**src/rtl/pipe_pkg.sv**
```systemverilog
// Shared pipeline payload definitions: EX/MEM field widths, bit offsets and packed struct.
package pipe_pkg;

    localparam int unsigned OP_C_W    = 32;
    localparam int unsigned WADDR_W   = 5;
    localparam int unsigned WE_W      = 1;
    localparam int unsigned MTYPE_W   = 1;
    localparam int unsigned RW_W      = 1;
    localparam int unsigned WIDTH_W   = 2;
    localparam int unsigned WR_DATA_W = 32;
    localparam int unsigned RDTYPE_W  = 1;
    localparam int unsigned ADDR_W    = 32;

    // Offsets within the flat vector, addr at the bottom and op_c at the top
    localparam int unsigned ADDR_LSB    = 0;
    localparam int unsigned RDTYPE_LSB  = ADDR_LSB + ADDR_W;
    localparam int unsigned WR_DATA_LSB = RDTYPE_LSB + RDTYPE_W;
    localparam int unsigned WIDTH_LSB   = WR_DATA_LSB + WR_DATA_W;
    localparam int unsigned RW_LSB      = WIDTH_LSB + WIDTH_W;
    localparam int unsigned MTYPE_LSB   = RW_LSB + RW_W;
    localparam int unsigned WE_LSB      = MTYPE_LSB + MTYPE_W;
    localparam int unsigned WADDR_LSB   = WE_LSB + WE_W;
    localparam int unsigned OP_C_LSB    = WADDR_LSB + WADDR_W;

    localparam int unsigned EXMEM_W = 107;

    typedef struct packed {
        logic [OP_C_W-1:0]    op_c;
        logic [WADDR_W-1:0]   waddr;
        logic                 we;
        logic                 mtype;
        logic                 rw;
        logic [WIDTH_W-1:0]   width;
        logic [WR_DATA_W-1:0] wr_data;
        logic                 rdtype;
        logic [ADDR_W-1:0]    addr;
    } exmem_payload_t;

endpackage

```
**src/rtl/pipe_stall_cnt.sv**
```systemverilog
// Saturating cycle counter with synchronous clear (clear wins) and increment enable.
module pipe_stall_cnt #(
    parameter int unsigned CNT_W = 16
) (
    input  logic             clk,
    input  logic             rst,
    input  logic             clr_i,
    input  logic             inc_i,
    output logic [CNT_W-1:0] cnt_o
);

    localparam logic [CNT_W-1:0] CNT_MAX = '1;

    logic [CNT_W-1:0] cnt_q, cnt_d;

    always_comb begin
        cnt_d = cnt_q;
        if (clr_i) begin
            cnt_d = '0;
        end else if (inc_i && (cnt_q != CNT_MAX)) begin
            cnt_d = cnt_q + CNT_W'(1);
        end
    end

    always_ff @(posedge clk or posedge rst) begin
        if (rst) begin
            cnt_q <= '0;
        end else begin
            cnt_q <= cnt_d;
        end
    end

    assign cnt_o = cnt_q;

endmodule

```
**src/rtl/pipe_stage_reg.sv**
```systemverilog
// Generic valid/ready pipeline stage register with flush, stall and stall-cycle counter.
// Define PIPE_STAGE_SKID_EN to add a skid entry so up_ready_o comes from a flop.
module pipe_stage_reg
    import pipe_pkg::*;
#(
    parameter int unsigned        DATA_W   = EXMEM_W,
    parameter logic [DATA_W-1:0]  DATA_RST = '0,
    parameter int unsigned        CNT_W    = 16
) (
    input  logic              clk,
    input  logic              rst,
    input  logic              up_valid_i,
    output logic              up_ready_o,
    input  logic [DATA_W-1:0] up_data_i,
    output logic              dn_valid_o,
    input  logic              dn_ready_i,
    output logic [DATA_W-1:0] dn_data_o,
    input  logic              stall_i,
    input  logic              flush_i,
    input  logic              cnt_clr_i,
    output logic [CNT_W-1:0]  stall_cnt_o
);

    logic              valid_q, valid_d;
    logic [DATA_W-1:0] data_q, data_d;
    logic              dn_fire;
    logic              up_fire;

    assign dn_fire = valid_q & dn_ready_i & ~stall_i;
    assign up_fire = up_valid_i & up_ready_o;

`ifdef PIPE_STAGE_SKID_EN
    logic              skid_valid_q, skid_valid_d;
    logic [DATA_W-1:0] skid_data_q, skid_data_d;

    // Ready depends only on the skid flop (flush just opens the door while discarding)
    assign up_ready_o = ~skid_valid_q | flush_i;

    always_comb begin
        valid_d      = valid_q;
        data_d       = data_q;
        skid_valid_d = skid_valid_q;
        skid_data_d  = skid_data_q;
        if (flush_i) begin
            valid_d      = 1'b0;
            skid_valid_d = 1'b0;
        end else if (dn_fire) begin
            if (skid_valid_q) begin
                valid_d      = 1'b1;
                data_d       = skid_data_q;
                skid_valid_d = up_fire;
                if (up_fire) begin
                    skid_data_d = up_data_i;
                end
            end else if (up_fire) begin
                valid_d = 1'b1;
                data_d  = up_data_i;
            end else begin
                valid_d = 1'b0;
            end
        end else if (up_fire) begin
            // Main busy and not draining: park the beat behind it
            if (valid_q) begin
                skid_valid_d = 1'b1;
                skid_data_d  = up_data_i;
            end else begin
                valid_d = 1'b1;
                data_d  = up_data_i;
            end
        end
    end

    always_ff @(posedge clk or posedge rst) begin
        if (rst) begin
            skid_valid_q <= 1'b0;
            skid_data_q  <= DATA_RST;
        end else begin
            skid_valid_q <= skid_valid_d;
            skid_data_q  <= skid_data_d;
        end
    end
`else
    assign up_ready_o = ~valid_q | (dn_ready_i & ~stall_i) | flush_i;

    always_comb begin
        valid_d = valid_q;
        data_d  = data_q;
        if (flush_i) begin
            valid_d = 1'b0;
        end else if (up_fire) begin
            valid_d = 1'b1;
            data_d  = up_data_i;
        end else if (dn_fire) begin
            valid_d = 1'b0;
        end
    end
`endif

    always_ff @(posedge clk or posedge rst) begin
        if (rst) begin
            valid_q <= 1'b0;
            data_q  <= DATA_RST;
        end else begin
            valid_q <= valid_d;
            data_q  <= data_d;
        end
    end

    assign dn_valid_o = valid_q;
    assign dn_data_o  = data_q;

    pipe_stall_cnt #(
        .CNT_W (CNT_W)
    ) u_stall_cnt (
        .clk   (clk),
        .rst   (rst),
        .clr_i (cnt_clr_i),
        .inc_i (valid_q & ~dn_fire & ~flush_i),
        .cnt_o (stall_cnt_o)
    );

endmodule

```
**config.mk**
```make
export PLATFORM = sky130hd
export DESIGN_NAME = pipe_stage_reg
export DESIGN_NICKNAME = d
export VERILOG_FILES = /design/src/rtl/pipe_pkg.sv /design/src/rtl/pipe_stall_cnt.sv /design/src/rtl/pipe_stage_reg.sv
export SDC_FILE = /design/constraint.sdc
export NUM_CORES = 1
export LEC_CHECK = 0
export CELL_PAD_IN_SITES_DETAIL_PLACEMENT = 0
export CELL_PAD_IN_SITES_GLOBAL_PLACEMENT = 1
export CORE_MARGIN = 5
export CORE_UTILIZATION = 34
export CTS_CLUSTER_SIZE = 20
export DETAILED_ROUTE_END_ITERATION = 10
export GPL_TIMING_DRIVEN = 0
export MAX_ROUTING_LAYER = met4
export PLACE_DENSITY_LB_ADDON = 0.05
export REMOVE_ABC_BUFFERS = 1
export SYNTH_ARGS = -nofsm -noshare
export SYNTH_HDL_FRONTEND = slang
export SYNTH_HIERARCHICAL = 1
export SYNTH_SLANG_ARGS = --single-unit
```
**constraint.sdc**
```tcl
create_clock -name clk -period 5.58 [get_ports clk]
set_input_delay 0.837 -clock clk [delete_from_list [all_inputs] [get_ports clk]]
set_output_delay 0.837 -clock clk [all_outputs]
set_load 0.03 [all_outputs]
```
# Yosys cells after proc, flatten, opt, wreduce, memory -nomap -nowiden
# Cells that the tools add are included.
dict set report word_totals {
  wordCells 26
  register_bits 124
}
dict set report classes {
  n_bitwise 12
  n_addsub 1
  n_reduce_logical 4
  eq_ne 1
  muxes 5
}
# op count
set ops {}
lappend ops {{2-to-1 mux 16 bit} 2}
lappend ops {{adder 16 x 1 -> 16 bit, second input constant} 1}
lappend ops {{inequality test 16 bit, second input constant} 1}
lappend ops {{AND 1 bit} 6}
lappend ops {{inverter 1 bit} 4}
lappend ops {{2-to-1 mux 1 bit} 3}
lappend ops {{nonzero test 3 bit} 1}
lappend ops {{bitwise OR 1 bit} 2}
lappend ops {{AND reduction 2 bit} 1}
lappend ops {{nonzero test 2 bit} 1}
lappend ops {{logical AND 1 bit} 1}

# Longest topological paths before layout
dict set report logic_depth {
  ltp_word 8
  ltp_mapped 8
  depth_no_buf 7
}

# Cells and area by module
# The synthesis kept the hierarchy.
# mod seq_area_each_um2 area_each_um2 cells_per_inst n_inst
set by_module_without_submodules {}
lappend by_module_without_submodules {pipe_stage_reg 2702.6 4050.1 234 1}
lappend by_module_without_submodules {pipe_stall_cnt 400.4 932.1 101 1}

# Worst setup path after synthesis
# No wires, ideal clock.
dict set report synth_path {
  kind {input to register}
  startpoint {in stall_i}
  endpoint {reg u_stall_cnt.cnt_q[13] (netlist: u_stall_cnt/cnt_o[13])}
  t_arrival_ns 2.431
  stages 8
  setup_slack_ns 3.071
  setup_ns 0.078
  cell_sequence {nand2b_4 > nand2_1 > nor2_1 > clkbuf_2 > nand3_1 > or4_4 > or4_1 > a21oi_1}
}
dict set report synth_between {
  elab_chain_len 7
}
# item line_no
set synth_lines {}
lappend synth_lines {{from (decl)} pipe_stage_reg.sv:18} ;# input logic stall_i,
lappend synth_lines {{inverter 1 bit} pipe_stage_reg.sv:29} ;# assign dn_fire = valid_q & dn_ready_i & ~stall_i;
lappend synth_lines {{AND 1 bit} pipe_stage_reg.sv:29}
lappend synth_lines {{inverter 1 bit} pipe_stage_reg.sv:118} ;# .inc_i (valid_q & ~dn_fire & ~flush_i),
lappend synth_lines {{AND 1 bit (2 in a row)} pipe_stage_reg.sv:118}
lappend synth_lines {{logical AND 1 bit} pipe_stall_cnt.sv:20} ;# end else if (inc_i && (cnt_q != CNT_MAX)) begin
lappend synth_lines {{nonzero test 2 bit (no line)} -}
lappend synth_lines {{to (signal assigned)} pipe_stall_cnt.sv:29} ;# cnt_q <= cnt_d;
lappend synth_lines {{to (decl)} pipe_stall_cnt.sv:14} ;# logic [CNT_W-1:0] cnt_q, cnt_d;
# No other way between the ends.
# A chain may end at the register's enable or synchronous reset.

# Final worst setup path
dict set report layout_path {
  startpoint {in stall_i}
  endpoint {out up_ready_o}
}
dict set report layout_between {
  elab_chain_len 4
}
# item line_no
set layout_lines {}
lappend layout_lines {{inverter 1 bit} pipe_stage_reg.sv:83} ;# assign up_ready_o = ~valid_q | (dn_ready_i & ~stall_i) | flush_i;
lappend layout_lines {{AND 1 bit} pipe_stage_reg.sv:83}
lappend layout_lines {{bitwise OR 1 bit (2 in a row)} pipe_stage_reg.sv:83}
lappend layout_lines {{to (decl)} pipe_stage_reg.sv:13} ;# output logic up_ready_o,
# No other way between the ends.

==> metrics <==
Arrival @ worst endpoint 2.40 ns; clk slew on worst S/H paths 0.05 ns; Req. time, crit path between 4 and 5 ns; layout cells sized above 1 0.208; Max Slew Vio Count 0; IO Port Bufs between 200 and 250; leading register cell type out of synthesis dfrtp_1; routed wire length 14,000 um; synthesized area 4980 um2; antenna viol nets, final 0; Worst Setup End Kind primary output; Cell Int Power 2240 uW; DR WL/cell 17.9 um; register bit total from synthesis between 100 and 150; largest net degree at the start of global routing 64; count of cell types in the netlist 35; GPL Wtd Cong 0.788; top cells by area, synth dfrtp_1 62%, mux2_2 18%, mux2_1 6.8%; initial core utilization 0.344; status finished, final reports clean; final setup fails 0; worst hold-check path type reg -> reg; Final Hold Viols 0; class of the most critical setup path in -> out; area share of the largest cell type after synthesis 0.623; Area Overhead vs Synth 65.4%; Clk network pwr share 0.352; LEAKAGE between 0.003 and 0.004 uW; syn_area_per_cell roughly 15 um2; H-tree levels 4; maximum root-to-sink buffer count 2; total power between 3000 and 4000 uW; Power Density approximately 390 nW/um2; total track usage 0.168; Clock Sinks around 120; met2 GRT Util 0.264; DR iter-0 viols 87; # DRC 0; final layout net count 697; later-pin clock latency in the skew report 0.41 ns; met1 usage 0.205; worst-margin pin slew 0.876 ns; via count about 3,600; CTS tree yes; Root Buffer clkbuf_16; setup TNS 0 ns; core outline area 14,500 um2; Mapped Cells 335; DIE AREA 17,200 um2; post-cts resize count 0; switching power share of the total 0.297; Max Cap Viol 0; Tcrit/Tclk final 0.581; most common cell in the netlist dfrtp_1; GRT Max-Usage Layer met2; CTS Hold Bufs 0; drt first pass iters 4; Flop pwr share 0.354; CP max FO 3; I/O pin count 239; unrepaired setup endpoints after global routing false; hpwl dp 10,700 um; Post-synth top cells 124 x dfrtp_1, 79 x mux2_2, 30 x mux2_1, 12 x a21oi_1; FFs w/ async S/R, synth 1.00; met3 usage 0.0474; CP startpoint kind input pin; Synth warnings 6; initial antenna violation count 1; Post-synth EDFFs 0; Die H 131 um; max_slew headroom 0.414; VDD IR-drop max 0.000193 V; CTS Buf Count 17; area leader, netlist dfrtp_1; number of vias per cell 4.67; vias in the first global route approximately 3,800; Die X 131 um; site row count 44; Tmin final approximately 3.2 ns; postcts setup bufs 0; Switch Pwr approximately 940 uW; skew final 0.00730 ns; first-pass GRT wire length 21,300 um; combinational share of power 0.294; Seq/Total Area, Yosys 0.623; FMAX 309 MHz; total grt overflow 0
-- state kept, by name (all words and copies together), names as in the netlist --
| signal | flops |
|---|---|
| dn_data_o | 107 |
| dn_valid_o | 1 |
| u_stall_cnt/cnt_o | 16 |
-- path summary, 6_finish.rpt --
path                            slack [ns]               endpoint  cells past startpoint     startpoint
worst max-delay path                  2.34             up_ready_o                      5        stall_i
worst min-delay path                  0.48          dn_data_o[39]                      1  dn_data_o[39]
worst max register to register        3.09  u_stall_cnt/cnt_o[13]                      6     dn_valid_o
worst min register to register        0.48          dn_data_o[39]                      1  dn_data_o[39]
max in group asynchronous             3.90          dn_data_o[42]                      3            rst
min in group asynchronous             0.93  u_stall_cnt/cnt_o[13]                      2            rst
-- metal layers --
layer  up-vias  part of all wire
met5         -                 0
met4         0             0.017
met3        17             0.071
met2       137              0.51
met1      1771              0.40
li1       1719                 -
-- power by group through the flow --
| stage | clock, uW | sequential, uW | combinational (uW) |
|---|---|---|---|
| finish | 1120 | 1120 | 935 |
| detailed placement | 0 | 1140 | 950 |
| floorplan | 0 | 1450 | 168 |
| global placement | 0 | 1130 | 934 |
| global route | 1190 | 1140 | 983 |
| CTS | 1150 | 1130 | 951 |
-- cells in the final DEF, fill, tap and decap left out, drive strengths merged, types with 2 or more instances in the layout --
| cell | count |
|---|---|
| mux2 | 109 |
| a21oi | 13 |
| bufinv | 3 |
| clkbuf | 21 |
| nand2b | 4 |
| nand2 | 7 |
| inv | 4 |
| o31ai | 5 |
| or4 | 8 |
| nand3 | 7 |
| clkinv | 5 |
| nand4 | 5 |
| buf | 5 |
| nor3 | 4 |
| clkinvlp | 3 |
| nor4 | 3 |
| o41ai | 2 |
| dfrtp | 124 |
| nor2b | 3 |
| or3 | 7 |
| o21ai | 6 |
| clkdlybuf4s50 | 238 |
| nor2 | 4 |
-- cell type report --
cell class	instances	area, um2
fillers	1224	6240
flip-flops and latches	124	3100
repair buffers	243	2510
multi-input cells	192	1760
clock buffers	21	470
well taps	184	230
clock inverters	11	141
inverters	4	17.5
diodes	1	2.50
-- critical path, stage by stage --
cell and delay [ns]:
clkdlybuf4s50_1 0.46, nand2b_4 0.14, nand2_1 0.08, or2_2 0.28
clkdlybuf4s50_1 0.61
-- cell families (layout without fill, tap and decap cells) --
family | after synthesis | after routing | synth area share
buffers and inverters | 19 | 279 | 0.0234
AOI/OAI and AO/OA | 27 | 27 | 0.0337
DFF | 124 | 124 | 0.623
and+or+nand+nor | 54 | 54 | 0.0693
muxes | 110 | 110 | 0.248
adders and majority gates | 1 | 1 | 0.00251
other | 0 | 1 | 0
-- stage by stage --
step | setup WS (ns) | util | std cells | hold slack (ns) | instance area, um2
2_1_floorplan | 1.90 | - | 320 | 0.683 | 4880
4_1_cts | 2.33 | 0.569 | 779 | 0.486 | 8240
3_3_place_gp | 0.125 | 0.518 | 742 | 0.466 | 7490
5_1_grt | 2.27 | 0.569 | 780 | 0.492 | 8240
6_report | 2.34 | 0.569 | 780 | 0.483 | 8240
3_5_place_dp | 2.12 | 0.527 | 747 | 0.474 | 7630
(Power assumes the default switching activity.)
